==> src/rtl/fetch_pkg.sv <==
`default_nettype none
// ============================================================================
//  Module      : fetch_pkg
//  Description : Shared types and constants for the RV32I fetch front end.
//  Revision    : 1.0 - initial release
// ============================================================================
package fetch_pkg;

    // addi x0, x0, 0 -- presented on instr_o whenever no valid word is offered
    localparam logic [31:0] NOP_INSTR = 32'h0000_0013;

    // One prefetch buffer entry: the fetched word together with its PC
    typedef struct packed {
        logic [31:0] pc;
        logic [31:0] instr;
    } fetch_entry_t;

endpackage : fetch_pkg
`default_nettype wire

==> src/rtl/fetch_if.sv <==
`default_nettype none
// ============================================================================
//  Module      : fetch_if
//  Description : Bundle of imem, redirect and decode handshake signals for
//                the fetch unit. master = fetch unit, slave = environment.
//  Revision    : 1.0 - initial release
// ============================================================================
interface fetch_if;

    logic        imem_req_o;
    logic [31:0] imem_addr_o;
    logic [31:0] imem_rdata_i;
    logic        redirect_i;
    logic [31:0] redirect_pc_i;
    logic        instr_valid_o;
    logic        instr_ready_i;
    logic [31:0] instr_o;
    logic [31:0] pc_o;
    logic [31:0] pc_plus4_o;

    modport master (
        output imem_req_o,
        output imem_addr_o,
        input  imem_rdata_i,
        input  redirect_i,
        input  redirect_pc_i,
        output instr_valid_o,
        input  instr_ready_i,
        output instr_o,
        output pc_o,
        output pc_plus4_o
    );

    modport slave (
        input  imem_req_o,
        input  imem_addr_o,
        output imem_rdata_i,
        output redirect_i,
        output redirect_pc_i,
        input  instr_valid_o,
        output instr_ready_i,
        input  instr_o,
        input  pc_o,
        input  pc_plus4_o
    );

endinterface : fetch_if
`default_nettype wire

==> src/rtl/fetch_fifo.sv <==
`default_nettype none
// ============================================================================
//  Module      : fetch_fifo
//  Description : Prefetch FIFO of fetch_entry_t with push, pop and flush.
//                No bypass: a pushed entry is visible the cycle after push.
//  Revision    : 1.0 - initial release
// ============================================================================
module fetch_fifo
    import fetch_pkg::*;
#(
    parameter int DEPTH = 4
) (
    input  logic                   clk,
    input  logic                   rst,
    input  logic                   i_push,
    input  logic                   i_pop,
    input  logic                   i_flush,
    input  fetch_entry_t           i_data,
    output fetch_entry_t           o_head,
    output logic [$clog2(DEPTH):0] o_count
);

    localparam int AW = $clog2(DEPTH);

    fetch_entry_t   r_mem [DEPTH];
    logic [AW-1:0]  r_wr_ptr;
    logic [AW-1:0]  r_rd_ptr;
    logic [AW:0]    r_count;
    logic           w_do_pop;

    // Never pop past empty, even if the caller misbehaves
    assign w_do_pop = i_pop && (r_count != '0);

    // Storage, pointers and occupancy; flush discards everything at once
    always_ff @(posedge clk or posedge rst) begin
        if (rst) begin
            for (int i = 0; i < DEPTH; i++) begin
                r_mem[i] <= '0;
            end
            r_wr_ptr <= '0;
            r_rd_ptr <= '0;
            r_count  <= '0;
        end else if (i_flush) begin
            r_wr_ptr <= '0;
            r_rd_ptr <= '0;
            r_count  <= '0;
        end else begin
            if (i_push) begin
                r_mem[r_wr_ptr] <= i_data;
                r_wr_ptr        <= r_wr_ptr + 1'b1;
            end
            if (w_do_pop) begin
                r_rd_ptr <= r_rd_ptr + 1'b1;
            end
            case ({i_push, w_do_pop})
                2'b10:   r_count <= r_count + 1'b1;
                2'b01:   r_count <= r_count - 1'b1;
                default: r_count <= r_count;
            endcase
        end
    end

    assign o_head  = r_mem[r_rd_ptr];
    assign o_count = r_count;

endmodule : fetch_fifo
`default_nettype wire

==> src/rtl/fetch_unit.sv <==
`default_nettype none
// ============================================================================
//  Module      : fetch_unit
//  Description : RV32I instruction fetch front end. Owns the fetch PC, issues
//                one request per cycle to a 1-cycle-latency imem under a
//                credit limit, buffers responses in a prefetch FIFO and hands
//                them to decode over valid/ready. A redirect from execute
//                flushes all fetched-but-unconsumed work.
//  Revision    : 1.0 - initial release
// ============================================================================
module fetch_unit
    import fetch_pkg::*;
#(
    parameter int          DEPTH    = 4,
    parameter logic [31:0] RESET_PC = 32'h0000_0000
) (
    input  logic     clk,
    input  logic     rst,
    fetch_if.master  bus
);

    localparam int          CW      = $clog2(DEPTH) + 1;
    localparam logic [CW:0] c_DEPTH = (CW + 1)'(DEPTH);

    logic [31:0]   r_fetch_pc;
    logic [31:0]   r_req_pc;
    logic          r_inflight;

    logic [CW-1:0] w_count;
    logic [CW:0]   w_outstanding;
    logic          w_issue;
    logic          w_push;
    logic          w_pop;
    logic          w_valid;
    fetch_entry_t  w_push_entry;
    fetch_entry_t  w_head;

    // Credit uses registered state only so a same-cycle pop never frees a slot
    assign w_outstanding = {1'b0, w_count} + {{CW{1'b0}}, r_inflight};
    assign w_issue       = !rst && !bus.redirect_i && (w_outstanding < c_DEPTH);

    // A response arriving alongside a redirect belongs to the old path
    assign w_push        = r_inflight && !bus.redirect_i;
    assign w_push_entry  = '{pc: r_req_pc, instr: bus.imem_rdata_i};

    assign w_valid       = (w_count != '0) && !bus.redirect_i;
    assign w_pop         = w_valid && bus.instr_ready_i;

    fetch_fifo #(
        .DEPTH (DEPTH)
    ) u_fifo (
        .clk     (clk),
        .rst     (rst),
        .i_push  (w_push),
        .i_pop   (w_pop),
        .i_flush (bus.redirect_i),
        .i_data  (w_push_entry),
        .o_head  (w_head),
        .o_count (w_count)
    );

    // Fetch PC, PC of the outstanding request, and inflight flag
    always_ff @(posedge clk or posedge rst) begin
        if (rst) begin
            r_fetch_pc <= RESET_PC & ~32'd3;
            r_req_pc   <= '0;
            r_inflight <= 1'b0;
        end else if (bus.redirect_i) begin
            r_fetch_pc <= bus.redirect_pc_i & ~32'd3;
            r_inflight <= 1'b0;
        end else if (w_issue) begin
            r_req_pc   <= r_fetch_pc;
            r_fetch_pc <= r_fetch_pc + 32'd4;
            r_inflight <= 1'b1;
        end else begin
            r_inflight <= 1'b0;
        end
    end

    assign bus.imem_req_o    = w_issue;
    assign bus.imem_addr_o   = r_fetch_pc;
    assign bus.instr_valid_o = w_valid;
    assign bus.instr_o       = w_valid ? w_head.instr : NOP_INSTR;
    assign bus.pc_o          = w_head.pc;
    assign bus.pc_plus4_o    = w_head.pc + 32'd4;

endmodule : fetch_unit
`default_nettype wire

==> src/flat_wrapper.sv <==
// flat-port wrapper written by rule: the top's interface ports become plain ports
module fetch_unit_flat import fetch_pkg::*;
#(
    parameter int          DEPTH    = 4,
    parameter logic [31:0] RESET_PC = 32'h0000_0000
)
  (clk, rst, bus_imem_req_o, bus_imem_addr_o, bus_imem_rdata_i, bus_redirect_i, bus_redirect_pc_i, bus_instr_valid_o, bus_instr_ready_i, bus_instr_o, bus_pc_o, bus_pc_plus4_o);
  fetch_if bus_i ();
  input  logic clk;
  input  logic rst;
  output wire logic [$bits(bus_i.imem_req_o)-1:0] bus_imem_req_o;
  output wire logic [$bits(bus_i.imem_addr_o)-1:0] bus_imem_addr_o;
  input wire logic [$bits(bus_i.imem_rdata_i)-1:0] bus_imem_rdata_i;
  input wire logic [$bits(bus_i.redirect_i)-1:0] bus_redirect_i;
  input wire logic [$bits(bus_i.redirect_pc_i)-1:0] bus_redirect_pc_i;
  output wire logic [$bits(bus_i.instr_valid_o)-1:0] bus_instr_valid_o;
  input wire logic [$bits(bus_i.instr_ready_i)-1:0] bus_instr_ready_i;
  output wire logic [$bits(bus_i.instr_o)-1:0] bus_instr_o;
  output wire logic [$bits(bus_i.pc_o)-1:0] bus_pc_o;
  output wire logic [$bits(bus_i.pc_plus4_o)-1:0] bus_pc_plus4_o;
  assign bus_imem_req_o = bus_i.imem_req_o;
  assign bus_imem_addr_o = bus_i.imem_addr_o;
  assign bus_i.imem_rdata_i = bus_imem_rdata_i;
  assign bus_i.redirect_i = bus_redirect_i;
  assign bus_i.redirect_pc_i = bus_redirect_pc_i;
  assign bus_instr_valid_o = bus_i.instr_valid_o;
  assign bus_i.instr_ready_i = bus_instr_ready_i;
  assign bus_instr_o = bus_i.instr_o;
  assign bus_pc_o = bus_i.pc_o;
  assign bus_pc_plus4_o = bus_i.pc_plus4_o;
  fetch_unit #(.DEPTH(DEPTH), .RESET_PC(RESET_PC)) u_core (.clk(clk), .rst(rst), .bus(bus_i));
endmodule
==> config.mk <==
export PLATFORM = sky130hd
export DESIGN_NAME = fetch_unit_flat
export DESIGN_NICKNAME = d
export VERILOG_FILES = /design/src/rtl/fetch_pkg.sv /design/src/rtl/fetch_if.sv /design/src/rtl/fetch_fifo.sv /design/src/rtl/fetch_unit.sv /design/src/flat_wrapper.sv
export SDC_FILE = /design/constraint.sdc
export NUM_CORES = 1
export LEC_CHECK = 0
export ABC_AREA = 1
export CAP_MARGIN = 0
export CORE_MARGIN = 5
export CORE_UTILIZATION = 47
export CTS_BUF_LIST = sky130_fd_sc_hd__clkbuf_4 sky130_fd_sc_hd__clkbuf_8
export DETAILED_ROUTE_END_ITERATION = 10
export PLACE_DENSITY = 0.69
export SYNTH_ARGS = -nofsm -noshare
export SYNTH_HDL_FRONTEND = slang
export SYNTH_SLANG_ARGS = --single-unit
==> constraint.sdc <==
create_clock -name clk -period 23.6 [get_ports clk]
set_input_delay 4.72 -clock clk [delete_from_list [all_inputs] [get_ports clk]]
set_output_delay 4.72 -clock clk [all_outputs]
set_load 0.01 [all_outputs]
=== Yosys cells after proc, flatten, opt, wreduce, memory -nomap -nowiden ===
Index checks and enable logic that the tools add are counted.

* Flip-flop bits (word level): 328
* Logic and storage cells: 63
* Output and inout bits: 130
* Bits of input ports: 68

* Eq/ne operators: 2
* Bitwise logic cells: 3
* Add/sub/neg operators: 7
* Reduce and logical (&&, ||, !) cells: 16
* $lt $le $gt $ge: 4
* Multiplexer cells: 17

{| class="wikitable"
|+ Operator list
! operator !! number
|-
| 256-bit bitwise mux || 1
|-
| 64-bit 2-to-1 mux || 3
|-
| 64-bit binary-select mux with 2-bit select || 1
|-
| 64-bit demux with 2-bit select || 1
|-
| 32-bit 2-to-1 mux || 3
|-
| 32-bit by 3-bit adder with 32-bit output, second input constant || 2
|-
| 2-bit 2-to-1 mux || 4
|-
| 1-bit logical AND || 7
|-
| 3-bit greater-or-equal comparator, second input constant || 2
|-
| 2-bit NOT with 3-bit output || 2
|-
| 3-bit one-hot mux with 2 select lines || 1
|-
| 2-bit nonzero test || 3
|-
| 3-bit nonzero test || 2
|-
| 2-bit by 1-bit adder with 2-bit output, second input constant || 2
|-
| 3-bit by 1-bit adder with 4-bit output || 1
|-
| 4-bit by 3-bit < comparator with 1-bit output, second input constant || 1
|-
| 2-bit AND reduction || 2
|-
| 3-bit by 1-bit adder with 3-bit output, second input constant || 1
|-
| 3-bit by 1-bit < comparator with 1-bit output, second input constant || 1
|-
| 3-bit 2-to-1 mux || 1
|-
| 3-bit by 1-bit subtractor with 3-bit output, second input constant || 1
|-
| 2-bit by 1-bit equality test with 1-bit output, second input constant || 1
|-
| 2-bit equality test, second input constant || 1
|-
| 1-bit zero test || 2
|-
| other kinds (2) || 3
|}

=== Depth between registers and ports, before layout ===
* Word-level depth: 7
* Depth in mapped cells: 16
* Mapped depth without buffers: 13

=== Modules after synthesis ===
A second synthesis with hierarchy kept.

* Cell total of the unflattened synthesis: 1,978
* Area total of the unflattened synthesis: 16,123.0 sq um

{| class="wikitable"
|+ By module, submodules not included
! module !! area each (sq um) !! instances !! cells an instance !! sequential area each (sq um)
|-
| fetch_fifo || 11,718.7 || 1 || 1,313 || 6,581.3
|-
| fetch_unit || 4,404.2 || 1 || 665 || 1,526.5
|}

=== Worst setup path before layout ===
OpenSTA, ideal clock, no wires.

* Kind: input-to-output
* From: in rst
* To: out bus_imem_req_o
* Slack: 6.037 ns
* Cell stages on the path: 4
* Path buffers: 1
* Arrival time: 12.843 ns
* Required time: 18.880 ns
* Cells stage by stage: inv_1 nand4_1 inv_2 clkbuf_1

* Word-level cells in the longest chain between the ends: 3

{| class="wikitable"
|+ Ends and longest elaborated chain
! element !! line !! text
|-
| start: declaration || flat_wrapper.sv:10 || <nowiki>input logic rst;</nowiki>
|-
| 1-bit zero test || fetch_unit.sv:40 || <nowiki>assign w_issue = !rst && !bus.redirect_i && (w_outstanding < c_DEPTH);</nowiki>
|-
| 1-bit logical AND (2 in a row) || fetch_unit.sv:40 ||
|-
| end: declaration || flat_wrapper.sv:11 || <nowiki>output wire logic [$bits(bus_i.imem_req_o)-1:0] bus_imem_req_o;</nowiki>
|}

No other way between the ends.

=== Worst setup path after layout ===
* From: in bus_redirect_i
* To: out bus_instr_o[0]

* Word-level cells in the longest chain between the ends: 3

{| class="wikitable"
|+ Ends and longest elaborated chain
! element !! line !! text
|-
| start: declaration || flat_wrapper.sv:14 || <nowiki>input wire logic [$bits(bus_i.redirect_i)-1:0] bus_redirect_i;</nowiki>
|-
| 1-bit zero test || fetch_unit.sv:46 || <nowiki>assign w_valid = (w_count != '0) && !bus.redirect_i;</nowiki>
|-
| 1-bit logical AND || fetch_unit.sv:46 ||
|-
| 32-bit 2-to-1 mux || fetch_unit.sv:83 || <nowiki>assign bus.instr_o = w_valid ? w_head.instr : NOP_INSTR;</nowiki>
|-
| end: declaration || flat_wrapper.sv:18 || <nowiki>output wire logic [$bits(bus_i.instr_o)-1:0] bus_instr_o;</nowiki>
|}

No other way between the ends.

==> reports/metrics.cfg <==
[global_routing]
grt-busiest-layer = met2
grt_pass1_wl_um = 73200
met1_usage_pct = 33.1
grt_use_total_pct = 23.5
use_met3_pct = 3.89
grt_pass1_vias = 14093
grt_use_met2_pct = 37.1
antenna_found_initial = 0
grt_start_max_net_pins = 103
grt-ovfl-total = 0

[routing]
routed_wl_um = 44700
via_per_inst = 5.26
num_vias = 14390
drtIter0Drc = 1250
wl_per_cell_um = 16.3
ant_nets = 0
dr.pass1.iters = 6
drcViolationCount = 0

[timing]
rsz0062_at_grt = no
drv_slew = 0
clock.fmax_mhz = 83.7
fin_crit_ns = 11.95
tightest_slew_ns = 1.06
finalCritPeriodShare_pct = 50.6
fin_setup_tns_ns = 0
holdWs_ns = 0.480
skew_ns = 0.0262
finalSetupViolCount = 0
finalHoldViolations = 0
relSlewSlack_pct = 29.4

[setup_path]
critPathMaxStageDelay_ns = 0.61
crit_arrival_ns = 7.23
worst-path-buf-inv = 6
worstPathCellList = clkdlybuf4s50_1, buf_4, inv_1, nand2_1, buf_4, inv_1, o311ai_0, clkdlybuf4s50_1
crit_required_ns = 18.88
critPathMaxFanout = 36
crit_type = in2out
slowest_stage = clkdlybuf4s50_1
path_delay_family = buffers and inverters
endpoint_kind = primary output
start_kind = input port

[outcome]
outcome = complete, no violations

[clocking]
cts_buffers = 53
clock_path_buffers = 3
cts_tree = built
clkSinkCount = 316
postCtsHoldBufs = 0
clk_latency_ns = 0.59
cts.reportedPaths.clkPinSlew_ns = 0.06
cts_root_buffer = clkbuf_8
htreeDepth = 2
cts_post_setup_buffers_inserted = 0
cts_resized = 0

[synthesis]
yosysWarnings = 0
ys_top_cells_by_area = dfrtp_1, nand2_1, o21ai_0
synth_cell_types = 37
ys_ff_latch = 316
yosysTopAreaCellShare_pct = 49.8
synth.avg_cell_area_um2 = 7.54
syn_area_um2 = 15900
ys_seq_area_share_pct = 49.8
synth.largest_area_cell = dfrtp_1
syn_inst = 2106

[die]
die-height_um = 194
die_w_um = 194
initial_utilization_pct = 47.5
ioPinCount = 198
die_area_um2 = 37600
row_count = 67
core_um2 = 33400

[placed_design]
portBuffers = 189
placed_area_um2 = 17900
gp_congestion = 0.900
placedCellCount = 2640
place_hpwl_um = 28100

[finish]
design_area_um2 = 19100
most-common-layout-cells = nand2_1, o21ai_0, dfrtp_1
nets = 2322
final_common_cell = nand2_1
n_antenna_cell = 0
fin_cells = 2736
drive_gt1_share_pct = 6.56
final_util_pct = 57.1
area_growth_pct = 20.2

[pwr]
ir_drop_mv = 0.0519
power_density_nw_per_um2 = 119
p_leak_nw = 8.89

[job]
cap_violations = 0

[min_path]
hold_class = reg2reg

-- tightest hold or removal path, stage by stage, from the launching register on --
cell	delay [ns]
dfrtp_1	0.34
nand2_1	0.05
o21ai_0	0.06
-- cells by family (layout without fill, tap and decap cells) --
logic type / Yosys count / count (layout) / synth area share, %
AOI/OAI and AO/OA: 436 / 436 / 14.4
xor gates and xnor gates: 28 / 28 / 1.54
adders and majority gates: 7 / 7 / 0.599
buffers and inverters: 275 / 452 / 7.40
DFF: 316 / 316 / 49.8
other: 1 / 6 / 0.0236
and+or+nand+nor: 1043 / 1043 / 26.2
-- power breakdown --
group | switching, W | internal (W)
clock network | 0.000226 | 0.000304
logic | 0.000556 | 0.000372
registers | 0.000108 | 0.000696
-- layer usage --
layer  part of all wire, %  wire length (µm)  up-vias
li1                      -                 -     7022
met4                   2.9              1310        0
met2                    45             19900      493
met1                    46             20600     6788
met5                     0                 0        -
met3                   6.4              2880       87
-- worst paths after layout --
kind	depth (start not counted)	end	from	slack [ns]
max	8	bus_instr_o[0]	bus_redirect_i	11.65
min	2	u_core.u_fifo.r_mem[152]$_DFFE_PP0P_	u_core.u_fifo.r_mem[152]$_DFFE_PP0P_	0.48
max reg2reg	6	u_core.u_fifo.r_mem[118]$_DFFE_PP0P_	u_core.r_inflight$_DFF_PP0_	20.98
min reg2reg	2	u_core.u_fifo.r_mem[152]$_DFFE_PP0P_	u_core.u_fifo.r_mem[152]$_DFFE_PP0P_	0.48
max in group asynchronous	3	u_core.u_fifo.r_mem[129]$_DFFE_PP0P_	rst	17.46
min in group asynchronous	2	u_core.u_fifo.r_mem[23]$_DFFE_PP0P_	rst	4.60
-- registers in the layout, summed over array words and instances (netlist names) --
| signal | flops |
|---|---|
| u_core.bus.imem_addr_o | 30 |
| u_core.r_inflight | 1 |
| u_core.u_fifo.r_wr_ptr | 2 |
| u_core.u_fifo.o_count | 3 |
| u_core.u_fifo.r_rd_ptr | 2 |
| u_core.r_req_pc | 30 |
| u_core.u_fifo.r_mem | 248 |
-- area by class of cell --
cell class | instances | area, µm²
Fill cell | 3112 | 14400
Sequential cell | 316 | 7910
Multi-Input combinational cell | 1520 | 6840
Timing Repair Buffer | 205 | 2010
Clock buffer | 82 | 1040
Inverter | 151 | 577
Tap cell | 448 | 561
Clock inverter | 14 | 140
-- metrics by stage --
step                total power (W)  worst slack [ns]
finish                      0.00226             11.65
global route                0.00242             11.48
CTS                         0.00228             11.64
detailed placement          0.00174             11.63
global placement            0.00172             11.72
floorplan                   0.00133              6.04
-- cell usage after synthesis --
master / instances
clkbuf_1: 73
buf_8: 1
nor2_1: 230
xnor2_1: 4
o31ai_1: 1
o221ai_1: 1
buf_2: 25
nand3_2: 1
o21ai_1: 1
fa_1: 1
a21boi_0: 1
xor2_1: 24
o211ai_1: 9
nor2_4: 2
nand3b_1: 1
nand4_1: 14
o311ai_0: 3
buf_6: 7
o22ai_1: 1
and3_1: 1
nand2_1: 667
inv_4: 1
conb_1: 1
ha_1: 6
inv_1: 145
buf_4: 12
nand3_1: 97
inv_2: 5
a32oi_1: 1
nor3_1: 8
dfrtp_1: 316
o21ai_0: 359
a21oi_1: 37
a22oi_1: 22
nor2_2: 9
buf_1: 6
nand2_2: 13
Power figures use the tool's default switching activity.
